## config.mk

```make
export PLATFORM = sky130hd
export DESIGN_NAME = cart_mem_bridge
export DESIGN_NICKNAME = d
export VERILOG_FILES = /design/src/rtl/cart_mem_bridge.sv
export SDC_FILE = /design/constraint.sdc
export NUM_CORES = 1
export LEC_CHECK = 0
export CAP_MARGIN = 20
export CELL_PAD_IN_SITES_DETAIL_PLACEMENT = 1
export CELL_PAD_IN_SITES_GLOBAL_PLACEMENT = 2
export CORE_ASPECT_RATIO = 2
export CORE_MARGIN = 4
export CORE_UTILIZATION = 24
export CTS_CLUSTER_SIZE = 28
export DETAILED_ROUTE_END_ITERATION = 12
export HOLD_SLACK_MARGIN = 0.1
export PLACE_DENSITY_LB_ADDON = 0.12
export SETUP_SLACK_MARGIN = 0.02
export SKIP_LAST_GASP = 1
export SLEW_MARGIN = 20
export SYNTH_ARGS = -nofsm -noshare
export SYNTH_HDL_FRONTEND = slang
export SYNTH_SLANG_ARGS = --single-unit
```

## constraint.sdc

```tcl
create_clock -name CLK -period 2.9 [get_ports CLK]
set_input_delay 0.58 -clock CLK [delete_from_list [all_inputs] [get_ports CLK]]
set_output_delay 0.58 -clock CLK [all_outputs]
set_load 0.01 [all_outputs]
```

## src/rtl/cart_mem_bridge.sv

```systemverilog
// Purpose : bridges cartridge-style ROM/RAM CPU strobes onto a single req/ack memory port (RAM mapped at 0x20000).
// Latency : start sampled at N -> MEM_REQ at N+1; MEM_ACK at M -> DO valid and BUSY low at M+1 (2 cycles minimum).
// Backpr. : MEM_REQ and its address/data are held until MEM_ACK; one access per strobe interval, ROM writes dropped.
module cart_mem_bridge (
  input  logic        CLK,
  input  logic        RES,
  input  logic [16:0] ROM_A,
  input  logic        ROM_CSB,
  input  logic [12:0] RAM_A,
  input  logic        RAM_CSB,
  input  logic        RDB,
  input  logic        WRB,
  input  logic [7:0]  DI,
  output logic [7:0]  DO,
  output logic        BUSY,
  output logic [17:0] MEM_A,
  output logic [7:0]  MEM_DO,
  output logic        MEM_WE,
  output logic        MEM_REQ,
  input  logic        MEM_ACK,
  input  logic [7:0]  MEM_DI
);

  typedef enum logic [1:0] {
    S_IDLE = 2'd0,
    S_REQ  = 2'd1,
    S_HOLD = 2'd2
  } state_t;

  state_t      state_q, state_d;
  logic        active_q;
  logic [17:0] mem_a_q, mem_a_d;
  logic [7:0]  mem_do_q, mem_do_d;
  logic        mem_we_q, mem_we_d;
  logic        mem_req_q, mem_req_d;
  logic        is_rd_q, is_rd_d;
  logic [7:0]  do_q, do_d;

  // Select / strobe decode: ROM select wins over RAM, read strobe wins over write.
  logic sel_rom, sel_ram, rd, wr, active, start;

  assign sel_rom = ~ROM_CSB;
  assign sel_ram = ~RAM_CSB & ROM_CSB;
  assign rd      = ~RDB;
  assign wr      = ~WRB & RDB;
  assign active  = (sel_rom | sel_ram) & (rd | wr);
  // active_q resets high so a strobe already held through reset never counts as a fresh start.
  assign start   = active & ~active_q;

  // Next-state and latched-request logic; every target defaults to holding its value.
  always_comb begin
    state_d   = state_q;
    mem_a_d   = mem_a_q;
    mem_do_d  = mem_do_q;
    mem_we_d  = mem_we_q;
    is_rd_d   = is_rd_q;
    do_d      = do_q;
    unique case (state_q)
      S_IDLE: begin
        if (start) begin
          if (sel_rom && wr) begin
            // ROM write: nothing to do on the memory side, just wait out the strobe.
            state_d = S_HOLD;
          end else begin
            state_d  = S_REQ;
            mem_a_d  = sel_rom ? {1'b0, ROM_A} : {5'b10000, RAM_A};
            mem_do_d = DI;
            mem_we_d = sel_ram & wr;
            is_rd_d  = rd;
          end
        end
      end
      S_REQ: begin
        // The access runs to completion even if the CPU strobe has already gone away.
        if (MEM_ACK) begin
          if (is_rd_q) begin
            do_d = MEM_DI;
          end
          mem_we_d = 1'b0;
          state_d  = active ? S_HOLD : S_IDLE;
        end
      end
      S_HOLD: begin
        if (!active) begin
          state_d = S_IDLE;
        end
      end
      default: begin
        state_d = S_IDLE;
      end
    endcase
    mem_req_d = (state_d == S_REQ);
  end

  // State and datapath registers with synchronous reset.
  always_ff @(posedge CLK) begin
    if (RES) begin
      state_q   <= S_IDLE;
      active_q  <= 1'b1;
      mem_a_q   <= '0;
      mem_do_q  <= '0;
      mem_we_q  <= 1'b0;
      mem_req_q <= 1'b0;
      is_rd_q   <= 1'b0;
      do_q      <= '0;
    end else begin
      state_q   <= state_d;
      active_q  <= active;
      mem_a_q   <= mem_a_d;
      mem_do_q  <= mem_do_d;
      mem_we_q  <= mem_we_d;
      mem_req_q <= mem_req_d;
      is_rd_q   <= is_rd_d;
      do_q      <= do_d;
    end
  end

  assign MEM_A   = mem_a_q;
  assign MEM_DO  = mem_do_q;
  assign MEM_WE  = mem_we_q;
  assign MEM_REQ = mem_req_q;
  assign BUSY    = (state_q == S_REQ);
  assign DO      = do_q;

endmodule

```

==> key figures <==
Drt
  – Drt total wl: slightly below 6 mm
  – Iteration-0 DRC count of the detailed router: 74
  – Remaining design rule violation count: 0
  – Per-cell via count in the routed design: about 4.9
  – First drt pass iteration count: 4
  – Detailed-route wire length per cell: 16.25 um
  – Antenna-violating nets left: 0
  – Via count of the routed design: around 1800

Clocking
  – Insertion delay to the later sink of the worst-skew pair: 0.28 ns
  – Number of hold buffers added after CTS: 0
  – Clock tree from TritonCTS: yes
  – Post-cts resize count: 0
  – CTS Buf Count: 5
  – TritonCTS sink count: 40
  – Clock Path Buffers: 2
  – Clock input transition at the sequential cells of the worst setup and hold paths: approximately 0.060 ns
  – Master cell of the clock root buffer: clkbuf_16
  – Post-CTS Setup Repair Bufs: 0
  – Number of H-tree levels: 2

Placement
  – Routability cong.: between 0.7 and 0.8
  – Number of I/O port buffers: ~90
  – Cell Count Post-Placement: roughly 360
  – Pre-CTS WS: about 0.36 ns
  – Sum of net half-perimeters after detailed placement: 4.375 mm

Cells and area
  – Final-stage net count: around 320
  – Share of layout cells above drive strength 1: 8.487%
  – Fillers: approximately 840
  – Area of the multi-input gates: ~880 um2
  – Util after Layout: approximately two fifths
  – P&R area growth vs syn: 65.53%
  – FF+latch area: between 800 and 900 um2
  – Final Instance Count excl. Fillers: about 360
  – Count of inserted antenna diode cells: 0

Timing
  – Upper clock frequency limit: ~0.44 GHz
  – Final number of max-transition violations: 0
  – Worst Tran Pin Value: 0.9897 ns
  – Sum of negative setup slack: 0 ns
  – Crit share post-route: between 70 and 80%
  – # setup viols final: 0
  – Slew margin rel.: about a third
  – Count of endpoints failing hold in the final timing report: 0
  – Minimum period implied by the final worst setup slack: roughly 2.2 ns
  – Skew final: approximately 0.0032 ns
  – Setup repair after global routing missed its margin: no
  – Post-route setup slack: about 0.65 ns

Logic synthesis
  – Synth async-reset ratio: 0%
  – Top cells by area in the synthesized netlist: dfxtp_1 (45%), mux2i_1 (9.6%), a21oi_1 (6.0%)
  – Mean instance size in the synthesized netlist: roughly 9.5 um2
  – Number of warnings issued by yosys: 0
  – Netlist Area Pre-Place: about 0.0018 mm2
  – Leading cell types by count after synthesis: dfxtp_1 (40), a21oi_1 (21), mux2i_1 (17), nand2_1 (17)
  – Area leader, netlist: dfxtp_1
  – Register area share after synthesis: between 40% and 50%
  – Count of mapped cells out of synthesis: approximately 190
  – Number of unique standard cell types used by synthesis: 31
  – Area share of the largest cell type after synthesis: about 45%
  – Predominant post-synthesis flop cell: dfxtp_1
  – Most repeated cell in the gate-level netlist after synthesis: dfxtp_1
  – Post-synth EDFFs: 0
  – Synth Register Bits: 40
  – Net count after synthesis: between 200 and 250

Global route
  – Maximum number of pins on one net before global-route repair: 34
  – Via count of the first global-routing pass: between 1500 and 2000
  – Global route overflow: 0
  – Number of antenna violations at the first check in global routing: 0
  – Wire length of the first global-routing pass: ~9.3 mm
  – Total global routing track utilization: approximately 14%

Power and ir drop
  – Leakage Power: 0.9905 nW
  – Worst-case vdd ir drop: 0.0001950 V
  – Power density over the cells: a little under 500 mW/mm2

Flow run
  – Max-Cap Viols: 0

Min path
  – Number of instances on the worst hold path: 2
  – Path category of the worst min-delay check: flip-flop to flip-flop
  – Hold EP: DO[4]
  – Hold path startpoint: DO[4]

Critical path
  – Worst reg-to-reg setup slack: between 1 and 1.5 ns
  – Highest fanout seen on the critical path: 12
  – Critical register-to-register path endpoint: MEM_A[8]
  – FF-to-FF path depth: 3
  – Type of element capturing the critical path: flip-flop
  – Worst reg2reg path startpoint: state_q[1]
  – Launch point of the worst path: RDB
  – Critical path class: input port to flip-flop
  – Required time of the critical path: between 3 and 4 ns
  – Startpoint types: input port
  – Crit path arrival time: around 2.4 ns

Floorplanning
  – Core box area: 0.007212 mm2
  – Overall die area: 0.008870 mm2
  – I/O pin total: 90
  – Row Count: 44
  – Chip width: 68.63 um
  – Die outline height: between 100 and 150 um
  – Initial core utilization: ~24%

Status
  – Status: finished clean
==> flip-flops by register name, indices dropped and copies added, names as in the netlist <==
register	cells
MEM_DO	8
DO	8
MEM_REQ	1
MEM_WE	1
is_rd_q	1
active_q	1
state_q	2
MEM_A	18
==> report_power, final <==
part           internal (W)  total (W)  switching [W]
registers          0.000571   0.000584      0.0000137
clock network      0.000404   0.000617       0.000213
logic              0.000137   0.000237      0.0000998
==> how the worst max path moves through the flow <==
stage / endpoint / slack (ns)
after detailed placement: MEM_A[8] / 0.36
after floorplan: MEM_A[7] / 1.28
after global placement: is_rd_q / 0.48
after global routing: MEM_A[2] / 0.47
final: MEM_A[8] / 0.65
after CTS: MEM_A[8] / 0.67
==> placed cells by master (no fill, tap or decap), types with 2 or more instances in the layout <==
master	instances
a211oi_1	13
a21oi_1	21
a31oi_1	13
buf_4	6
clkbuf_16	5
clkdlybuf4s50_1	89
dfxtp_1	40
mux2i_1	17
nand2_1	17
nand2b_1	7
nand3_1	2
nand4_1	8
nor3_4	2
o31ai_1	9
or3b_2	4
==> metrics by stage <==
stage	area (um2)	power, W	hold WS, ns
floorplan	1764	0.0006942	0.4558
global placement	2756	0.0008351	0.4419
detailed placement	2756	0.0008368	0.4498
CTS	2920	0.001463	0.4575
global route	2920	0.001497	0.4707
finish	2920	0.001439	0.4522
==> logic make-up (layout without fill, tap and decap cells) <==
group,count (synthesis),count (layout),synth area share (%)
AOI/OAI and AO/OA,61,61,22.34
muxes,17,17,9.645
and+or+nand+nor,49,49,17.23
DFF,40,40,45.39
buffers and inverters,19,104,5.390
==> routing by layer <==
| metal | up-vias | wire (um) | track usage [%] |
|---|---|---|---|
| met5 | - | 0 | 0 |
| met4 | 0 | 86 | 4.572 |
| met3 | 7 | 377 | 3.469 |
| met2 | 65 | 3173 | 24.28 |
| met1 | 834 | 2262 | 15.74 |
| li1 | 870 | - | - |
==> layout make-up <==
class                   count  area share [%]
repair buffers             96           32.73
multi-input cells         127           30.29
flip-flops and latches     40           27.42
clock buffers               6           4.413
well taps                  92           3.942
clock inverters             2           1.200
==> worst max-delay path: stages <==
cell	delay (ns)
clkdlybuf4s50_1	0.55
nor3b_2	0.72
nor3_4	0.17
buf_12	0.20
a211oi_1	0.21
Power figures use the tool's default switching activity.
